File: config.mk
export PLATFORM = sky130hd
export DESIGN_NAME = lockstep_equiv_monitor
export DESIGN_NICKNAME = d
export VERILOG_FILES = /design/src/rtl/lbll_mon_pkg.sv /design/src/rtl/lbll_key_shifter.sv /design/src/rtl/lockstep_equiv_monitor.sv
export SDC_FILE = /design/constraint.sdc
export NUM_CORES = 1
export LEC_CHECK = 0
export BUFFER_PORTS_ARGS = -buffer_cell sky130_fd_sc_hd__buf_2
export CAP_MARGIN = 15
export CORE_MARGIN = 10
export CORE_UTILIZATION = 49
export DETAILED_ROUTE_END_ITERATION = 7
export GPL_ROUTABILITY_DRIVEN = 0
export PLACE_DENSITY = 0.81
export SYNTH_ARGS = -nofsm -noshare
export SYNTH_HDL_FRONTEND = slang
export SYNTH_SLANG_ARGS = --single-unit
File: constraint.sdc
create_clock -name clk -period 2.3 [get_ports clk]
set_clock_uncertainty 0.1 [all_clocks]
set_input_delay 0.46 -clock clk [delete_from_list [all_inputs] [get_ports clk]]
set_output_delay 0.46 -clock clk [all_outputs]
set_load 0.02 [all_outputs]
File: src/rtl/lbll_mon_pkg.sv
// rtl/lbll_mon_pkg.sv - shared state encoding and saturating increment for the lockstep monitor
package lbll_mon_pkg;

    typedef enum logic [2:0] {
        ST_IDLE   = 3'd0,
        ST_KEYLD  = 3'd1,
        ST_SETTLE = 3'd2,
        ST_CMP    = 3'd3,
        ST_RPT    = 3'd4
    } mon_state_t;

    // Counters up to 32 bits wide are carried through this helper zero-extended.
    function automatic logic [31:0] sat_inc(input logic [31:0] value, input logic [31:0] max_val);
        return (value >= max_val) ? value : value + 32'd1;
    endfunction

endpackage

File: src/rtl/lbll_key_shifter.sv
// rtl/lbll_key_shifter.sv - serial key register with loaded-bit counter and key_valid flag
module lbll_key_shifter #(
    parameter int NKEY = 64
) (
    input  logic            clk,
    input  logic            rst_n,
    input  logic            shift_en,
    input  logic            restart,
    input  logic            key_si,
    output logic [NKEY-1:0] key,
    output logic            key_valid
);

    localparam int BW = $clog2(NKEY + 1);
    localparam logic [BW-1:0] FULL = BW'(NKEY);

    logic [BW-1:0] bit_cnt;

    // A restart shift is the first bit of a fresh load, so the count restarts at one.
    always_ff @(posedge clk or negedge rst_n) begin
        if (!rst_n) begin
            key     <= '0;
            bit_cnt <= '0;
        end else if (shift_en) begin
            key <= {key[NKEY-2:0], key_si};
            if (restart) begin
                bit_cnt <= BW'(1);
            end else if (bit_cnt != FULL) begin
                bit_cnt <= bit_cnt + 1'b1;
            end
        end
    end

    assign key_valid = (bit_cnt == FULL);

endmodule

File: src/rtl/lockstep_equiv_monitor.sv
// rtl/lockstep_equiv_monitor.sv - gold vs key-locked lockstep comparator with trial statistics
module lockstep_equiv_monitor
    import lbll_mon_pkg::*;
#(
    parameter int NCH    = 4,
    parameter int W      = 16,
    parameter int NKEY   = 64,
    parameter int SETTLE = 500,
    parameter int CNTW   = 16
) (
    input  logic              clk,
    input  logic              rst_n,
    input  logic              key_si,
    input  logic              key_shift,
    output logic [NKEY-1:0]   lbll_key,
    output logic              key_valid,
    input  logic              start,
    input  logic [NCH*W-1:0]  gold_data,
    input  logic              gold_vld,
    input  logic [NCH*W-1:0]  lock_data,
    input  logic              lock_vld,
    output logic              busy,
    output logic              done,
    output logic              trial_fail,
    output logic [NCH:0]      mismatch_mask,
    output logic [CNTW-1:0]   pass_cnt,
    output logic [CNTW-1:0]   fail_cnt,
    output logic              sticky_fail
);

    localparam int SW = $clog2(SETTLE + 1);
    localparam logic [SW-1:0] SETTLE_LAST = SW'(SETTLE);
    localparam logic [CNTW-1:0] CNT_MAX = '1;

    mon_state_t state, state_nxt;
    logic [SW-1:0] settle_cnt;
    logic          vld_err;
    logic          launch;
    logic          in_settle;
    logic [NCH-1:0] chan_neq;
    logic [31:0]   pass_inc, fail_inc;

    // Key loading is only accepted outside a trial, so the key is frozen while busy.
    lbll_key_shifter #(.NKEY(NKEY)) u_key (
        .clk       (clk),
        .rst_n     (rst_n),
        .shift_en  (key_shift && (state == ST_IDLE || state == ST_KEYLD)),
        .restart   (key_shift && (state == ST_IDLE)),
        .key_si    (key_si),
        .key       (lbll_key),
        .key_valid (key_valid)
    );

    always_ff @(posedge clk or negedge rst_n) begin
        if (!rst_n) begin
            state <= ST_IDLE;
        end else begin
            state <= state_nxt;
        end
    end

    always_comb begin
        state_nxt = state;
        case (state)
            ST_IDLE: begin
                if (key_shift) begin
                    state_nxt = ST_KEYLD;
                end else if (start && key_valid) begin
                    state_nxt = ST_SETTLE;
                end
            end
            ST_KEYLD:  if (!key_shift) state_nxt = ST_IDLE;
            ST_SETTLE: if (settle_cnt == SETTLE_LAST) state_nxt = ST_CMP;
            ST_CMP:    state_nxt = ST_RPT;
            ST_RPT:    state_nxt = ST_IDLE;
            default:   state_nxt = ST_IDLE;
        endcase
    end

    always_comb begin
        busy      = 1'b0;
        in_settle = 1'b0;
        case (state)
            ST_SETTLE: begin
                busy      = 1'b1;
                in_settle = 1'b1;
            end
            ST_CMP, ST_RPT: busy = 1'b1;
            default: begin
                busy      = 1'b0;
                in_settle = 1'b0;
            end
        endcase
    end

    assign launch = (state == ST_IDLE) && (state_nxt == ST_SETTLE);

    always_ff @(posedge clk or negedge rst_n) begin
        if (!rst_n) begin
            settle_cnt <= '0;
            vld_err    <= 1'b0;
        end else if (launch) begin
            settle_cnt <= SW'(1);
            vld_err    <= 1'b0;
        end else if (in_settle) begin
            if (settle_cnt != SETTLE_LAST) begin
                settle_cnt <= settle_cnt + 1'b1;
            end
            if (gold_vld != lock_vld) begin
                vld_err <= 1'b1;
            end
        end
    end

    always_comb begin
        chan_neq = '0;
        for (int i = 0; i < NCH; i++) begin
            chan_neq[i] = (gold_data[i*W +: W] != lock_data[i*W +: W]);
        end
    end

    assign pass_inc = sat_inc(32'(pass_cnt), 32'(CNT_MAX));
    assign fail_inc = sat_inc(32'(fail_cnt), 32'(CNT_MAX));

    always_ff @(posedge clk or negedge rst_n) begin
        if (!rst_n) begin
            mismatch_mask <= '0;
            done          <= 1'b0;
            trial_fail    <= 1'b0;
            pass_cnt      <= '0;
            fail_cnt      <= '0;
            sticky_fail   <= 1'b0;
        end else begin
            done <= 1'b0;
            if (state == ST_CMP) begin
                mismatch_mask <= {vld_err, chan_neq};
            end
            if (state == ST_RPT) begin
                done       <= 1'b1;
                trial_fail <= |mismatch_mask;
                if (|mismatch_mask) begin
                    fail_cnt    <= fail_inc[CNTW-1:0];
                    sticky_fail <= 1'b1;
                end else begin
                    pass_cnt <= pass_inc[CNTW-1:0];
                end
            end
        end
    end

endmodule

==> impl_results.md, run 1 <==
- Status: finished, final reports clean
- Avg Synthesized Cell Area: roughly 12 um2
- Period utilization: between 90 and 100%
- Vias per inst: about 5.3
- Initial Utilization: roughly half
- Total Wirelength: between 15000 and 20000 um
- Worst reg2reg path depth: 5
- Peak supply drop: between 400 and 500 uV
- Inserted Clock Buffers: 17
- Slowest cell on the critical path: dfrtp_1
- Nets: around 900
- Worst setup EP type: primary output
- Root Buffer: clkbuf_16
- Hold path cells: 2
- MaxCap Viol Count: 0
- Pwr dens: 805 mW/mm2
- Worst EP arrival: 1630 ps
- H-tree levels: 4
- Crit path kind: reg -> out
- HP Class: in -> reg
- Crit path largest cell delay: ~420 ps
- CORE AREA: 0.0116 mm2
- Worst hold endpoint: u_key.key[0]
- Seq/Total Area, Yosys: 52.7%
- Cell Rows: 39
- Startpoint types: flip-flop
- Clk buf depth: 2
- Max-slew violation count: 0
- Sink Count: about 120
- Layout fillers: between 800 and 900
- Reg2reg end: pass_cnt[13]
- Cell Area, Synth: ~0.006 mm2
- Critical hold path startpoint: key_si
- Slew HR: between 60 and 70%
- Yosys cell types: 45
- Syn Inst Count: roughly 490
- # Post-CTS Setup Buffers: 0
- Die Ht: 130 um
- Post-synth EDFFs: 0
- CP cell instances: nor4_1 -> and3_1 -> buf_2
- Buf+Inv Stages, Crit Path: 1
- Vias: roughly 4800
- # IOs: 241
- Largest net degree at the start of global routing: 57
- Initial DRC Count: approximately 220
- Congestion Overflow GR: 0
- Overall routing resource usage: about a fifth
- Detail Route Antenna Nets: 0
- Max FO, Critical Path: 5
- Worst-path clk slew: roughly 60 ps
- Reported leakage power: between 4 and 5 nW
- Core Util, Final: between 60% and 70%
- Die area: 0.0168 mm2
- Ratio of cells with drive above 1 in the final layout: 48.3%
- First-pass GRT wire length: approximately 27000 um
- Synth Register Bits: 124
- Post-synth ARST share: between 90% and 100%
- Fmax achieved: ~460 MHz
- Worst r2r src: state[2]
- Synth-to-layout area growth: 35.0%
- R2R Setup Slk: between 200 and 250 ps
- Post-DP HPWL: roughly 14000 um
- First-pass iteration count of the detailed router: 4
- Least-Margin Pin Slew: 487 ps
- Vias in the first global route: roughly 5200
- Ys flop type: dfrtp_1
- RSZ-0062 raised after global routing: false
- Resized cells post-CTS: 0
- WL/cell: approximately 19 um
- Clock Latency Late Sink: 410 ps
- DIE WIDTH: roughly 130 um
- Critical Path RT: 1740 ps
- Family with the most delay on the worst path: simple AND/OR/NAND/NOR gates
- Final min period: about 2200 ps
- Antenna violations before repair: 3
- # setup viols final: 0
- Final count of hold timing violations: 0
- # port buffers: 240
- Synth warn: 0
- Hold buffers post-CTS: 1
- DRC: 0
- Sum Neg Setup Slack: 0 ps
- Syn nets: about 630
- CTS tree: yes
-- through the flow --
step	hold WS (ps)	std cells	cell area (um2)	setup slack (ps)	total power, W
2_1_floorplan	64.4	488	5890	327	0.00325
3_3_place_gp	320	869	7340	316	0.00372
3_5_place_dp	326	869	7340	219	0.00378
4_1_cts	176	901	7950	104	0.00649
5_1_grt	184	904	7960	47.8	0.00669
6_report	190	904	7960	110	0.00640
-- routing by layer --
metal | part of all wire [%] | track usage [%]
met5 | 0 | 0
met4 | 1.9 | 7.67
met3 | 7.5 | 7.46
met2 | 55 | 38.5
met1 | 35 | 20.1
-- state kept, by name, summed over array words and instances (netlist names) --
signal	count
trial_fail	1
sticky_fail	1
vld_err	1
fail_cnt	16
pass_cnt	16
u_key.key	64
u_key.bit_cnt	7
done	1
state	3
settle_cnt	9
mismatch_mask	5
-- cell usage in the layout, fill, tap and decap left out, types with 4 or more instances in the layout --
cell,count
dfrtp_1,124
nor2_1,20
o21ai_0,7
xnor2_1,80
inv_1,11
buf_4,7
xor2_1,20
nor4_1,6
ha_1,6
nand2_1,27
buf_2,239
nand4_1,28
or3_1,4
mux2_2,67
nand3_1,15
nor3_1,7
clkbuf_16,17
and3_1,5
a21oi_1,14
-- worst register-to-register path, stage by stage (launching register included) --
cell     delay [ps]
dfrtp_1         470
nor3b_4         350
nand3_2         200
or4_4           600
nor2_2          120
xor2_1          170
-- cell type report --
type / instances / area, um2 / share of cell area, %
antenna: 3 / 7.51 / 0.0944
clock buffer: 21 / 460 / 5.79
clock inverter: 10 / 140 / 1.76
inverter: 11 / 41.3 / 0.519
multi-input combinational: 342 / 2710 / 34.0
sequential: 124 / 3100 / 39.0
tap: 143 / 179 / 2.25
timing repair buffer: 250 / 1320 / 16.6
-- cells in the mapped netlist, types with 2 or more instances --
library cell / n / share of area, %
dfrtp_1: 124 / 53
xnor2_1: 80 / 12
mux2_2: 67 / 13
nand4_1: 28 / 3.0
nand2_1: 27 / 1.7
nor2_1: 20 / 1.3
xor2_1: 20 / 3.0
nand3_1: 15 / 1.3
a21oi_1: 14 / 1.2
inv_1: 11 / 0.70
clkbuf_1: 8 / 0.51
nor3_1: 7 / 0.59
o21ai_0: 7 / 0.59
ha_1: 6 / 1.3
nor4_1: 6 / 0.64
and3_1: 5 / 0.53
or3_1: 4 / 0.42
nor2_2: 3 / 0.32
nor3_2: 3 / 0.51
or2_2: 3 / 0.32
a21o_1: 2 / 0.25
and4_1: 2 / 0.30
buf_2: 2 / 0.17
nand2b_1: 2 / 0.21
nor3b_2: 2 / 0.42
-- cell families after synthesis --
kind of cell | after synthesis | synth area share [%]
and+or+nand+nor | 138 | 13.6
DFF | 124 | 52.7
xor gates and xnor gates | 100 | 14.9
muxes | 67 | 12.8
AOI/OAI and AO/OA | 31 | 3.29
buffers and inverters | 22 | 1.51
adders and majority gates | 6 | 1.27
-- power by group --
group          internal [W]  switching (W)  total, W
registers           0.00242       0.000163   0.00258
logic              0.000522       0.000610   0.00113
clock network       0.00175       0.000934   0.00269
-- how the worst max path moves through the flow --
stage,start,end,slack (ps),cells past startpoint
finish,u_key.bit_cnt[3],key_valid,110,3
global route,u_key.bit_cnt[3],key_valid,50,3
CTS,u_key.bit_cnt[3],key_valid,100,3
detailed placement,state[2],fail_cnt[1],220,4
global placement,state[0],fail_cnt[1],320,4
floorplan,mismatch_mask[0],pass_cnt[11],330,5
Power figures use the tool's default switching activity.
==> run 2, diff against run 1 <==
--- a/config.mk
+++ b/config.mk
@@ -11,7 +11,10 @@
 export CORE_UTILIZATION = 49
 export DETAILED_ROUTE_END_ITERATION = 7
 export GPL_ROUTABILITY_DRIVEN = 0
+export GPL_TIMING_DRIVEN = 0
 export PLACE_DENSITY = 0.81
+export RECOVER_POWER = 25
 export SYNTH_ARGS = -nofsm -noshare
 export SYNTH_HDL_FRONTEND = slang
 export SYNTH_SLANG_ARGS = --single-unit
+export TNS_END_PERCENT = 5
==> impl_results.md, run 2 (synthesis results as in run 1) <==
- Status: finished, final reports clean
- Antenna violations before repair: 5
- # port buffers: 240
- Nets: roughly 890
- Fmax achieved: about 460 MHz
- Clk buf depth: 2
- DIE WIDTH: between 100 and 150 um
- Die area: ~0.017 mm2
- Sink Count: 124
- Internal: around 0.0047 W
- Worst setup EP type: primary output
- Biggest regs: u_key.key x64, fail_cnt x16, pass_cnt x16
- Max FFs per register: 64
- Peak supply drop: 502 uV
- Net switching power figure: around 0.0018 W
- WL/cell: about 19 um
- Least-Margin Pin Slew: between 900 and 1000 ps
- CORE AREA: 0.0116 mm2
- First-pass GRT wire length: 25900 um
- # setup viols final: 0
- Commonest non-fill, non-tap cell in the layout: buf_2
- Crit path kind: reg -> out
- Initial DRC Count: 267
- Sequential share of power: between 30% and 40%
- CTS tree: yes
- DRC: 0
- Final min period: 2190 ps
- Vias per inst: between 5 and 6
- Comb power frac: 17.3%
- Vias: ~4800
- Max-slew violation count: 0
- Pwr Total: about 0.0065 W
- Worst-path clk slew: ~60 ps
- Highest-count cells in the layout ignoring fill and taps: buf_2 (241), dfrtp_1 (124), xnor2_1 (80), mux2_2 (67), nand4_1 (28)
- Total Wirelength: between 15000 and 20000 um
- Synth-to-layout area growth: 34.7%
- Startpoint types: flip-flop
- Root Buffer: clkbuf_16
- Post-DP HPWL: approximately 13000 um
- Inserted Clock Buffers: 17
- HP Class: in -> reg
- Clock share of power: 42.7%
- Largest net degree at the start of global routing: between 100 and 150
- Largest register by flop count: u_key.key
- # IOs: roughly 240
- Vias in the first global route: roughly 5000
- Ratio of cells with drive above 1 in the final layout: between 40% and 50%
- Period utilization: between 90% and 100%
- Die Ht: roughly 130 um
- Max FO, Critical Path: 7
- Congestion Overflow GR: 0
- Slew HR: between 30% and 40%
- Critical Path RT: roughly 1700 ps
- Detail Route Antenna Nets: 0
- Pwr dens: ~810 mW/mm2
- Worst EP arrival: roughly 1600 ps
- First-pass iteration count of the detailed router: 4
- Final count of hold timing violations: 0
- Switching Share: roughly 27%
- Final std cells w/o fill: 909
- Overall routing resource usage: between 10% and 20%
- RSZ-0062 raised after global routing: false
- Clock Latency Late Sink: 400 ps
- MaxCap Viol Count: 0
- Reported leakage power: just over 4 nW
- H-tree levels: 4
- Cell Rows: 39
- Post-placement cell count: slightly below 900
- Initial Utilization: 50.7%
==> run 2: timing repair <==
item / CTS / global route
endpoints found under the hold margin: 19 / 0
gates resized for setup: 1 / 1
buffers inserted: 0 / 0
endpoints found under the setup margin: 1 / 5
pin swaps: 0 / 0
hold buffers: 1 / 0
==> run 2: layout make-up <==
class	instances	area, um2
antenna	5	12.5
inverter	11	41.3
timing repair buffer	242	1230
buffer	10	43.8
clock buffer	19	453
fill	879	3670
tap	143	179
multi-input combinational	342	2710
clock inverter	13	164
sequential	124	3100
==> run 2: final timing paths <==
kind	start	slack, ps	endpoint	cells after the start
worst min-delay path	key_si	190	u_key.key[0]	2
max in group asynchronous	rst_n	570	u_key.key[63]	3
worst min register to register	sticky_fail	370	sticky_fail	1
worst max-delay path	state[0]	110	busy	4
min in group asynchronous	rst_n	360	u_key.key[9]	2
worst max register to register	state[0]	120	fail_cnt[1]	5
==> run 2: metrics by stage <==
stage / util (%) / TNS, ps / setup slack [ps] / cell area (um2) / hold slack [ps]
2_1_floorplan: - / 0 / 327 / 5890 / 64.4
3_3_place_gp: 62.6 / -89910 / -737 / 7270 / 346
3_5_place_dp: 62.9 / -306 / -51.0 / 7310 / 219
4_1_cts: 68.4 / 0 / 59.5 / 7940 / 180
5_1_grt: 68.4 / 0 / 4.97 / 7940 / 184
6_report: 68.4 / 0 / 110 / 7940 / 190
==> run 2: critical path, cell delays in order (launching register included) <==
cell and delay (ps):
dfrtp_1 350, clkbuf_4 170, nor3b_4 350, or2_2 190, buf_2 160
==> run 2: layer usage <==
layer | vias up | global-route usage (%) | part of all wire, %
li1 | 2236 | - | -
met1 | 2328 | 19.6 | 36
met2 | 210 | 36.1 | 53
met3 | 31 | 6.89 | 8.2
met4 | 0 | 9.33 | 2.7
met5 | - | 0 | 0
==> run 2: power by group through the flow <==
stage,Combinational (W),Clock (W),Sequential (W)
4_1_cts,0.00114,0.00281,0.00258
3_5_place_dp,0.00114,0,0.00262
5_1_grt,0.00121,0.00291,0.00262
3_3_place_gp,0.00111,0,0.00260
6_report,0.00112,0.00276,0.00258
2_1_floorplan,0.000375,0,0.00287
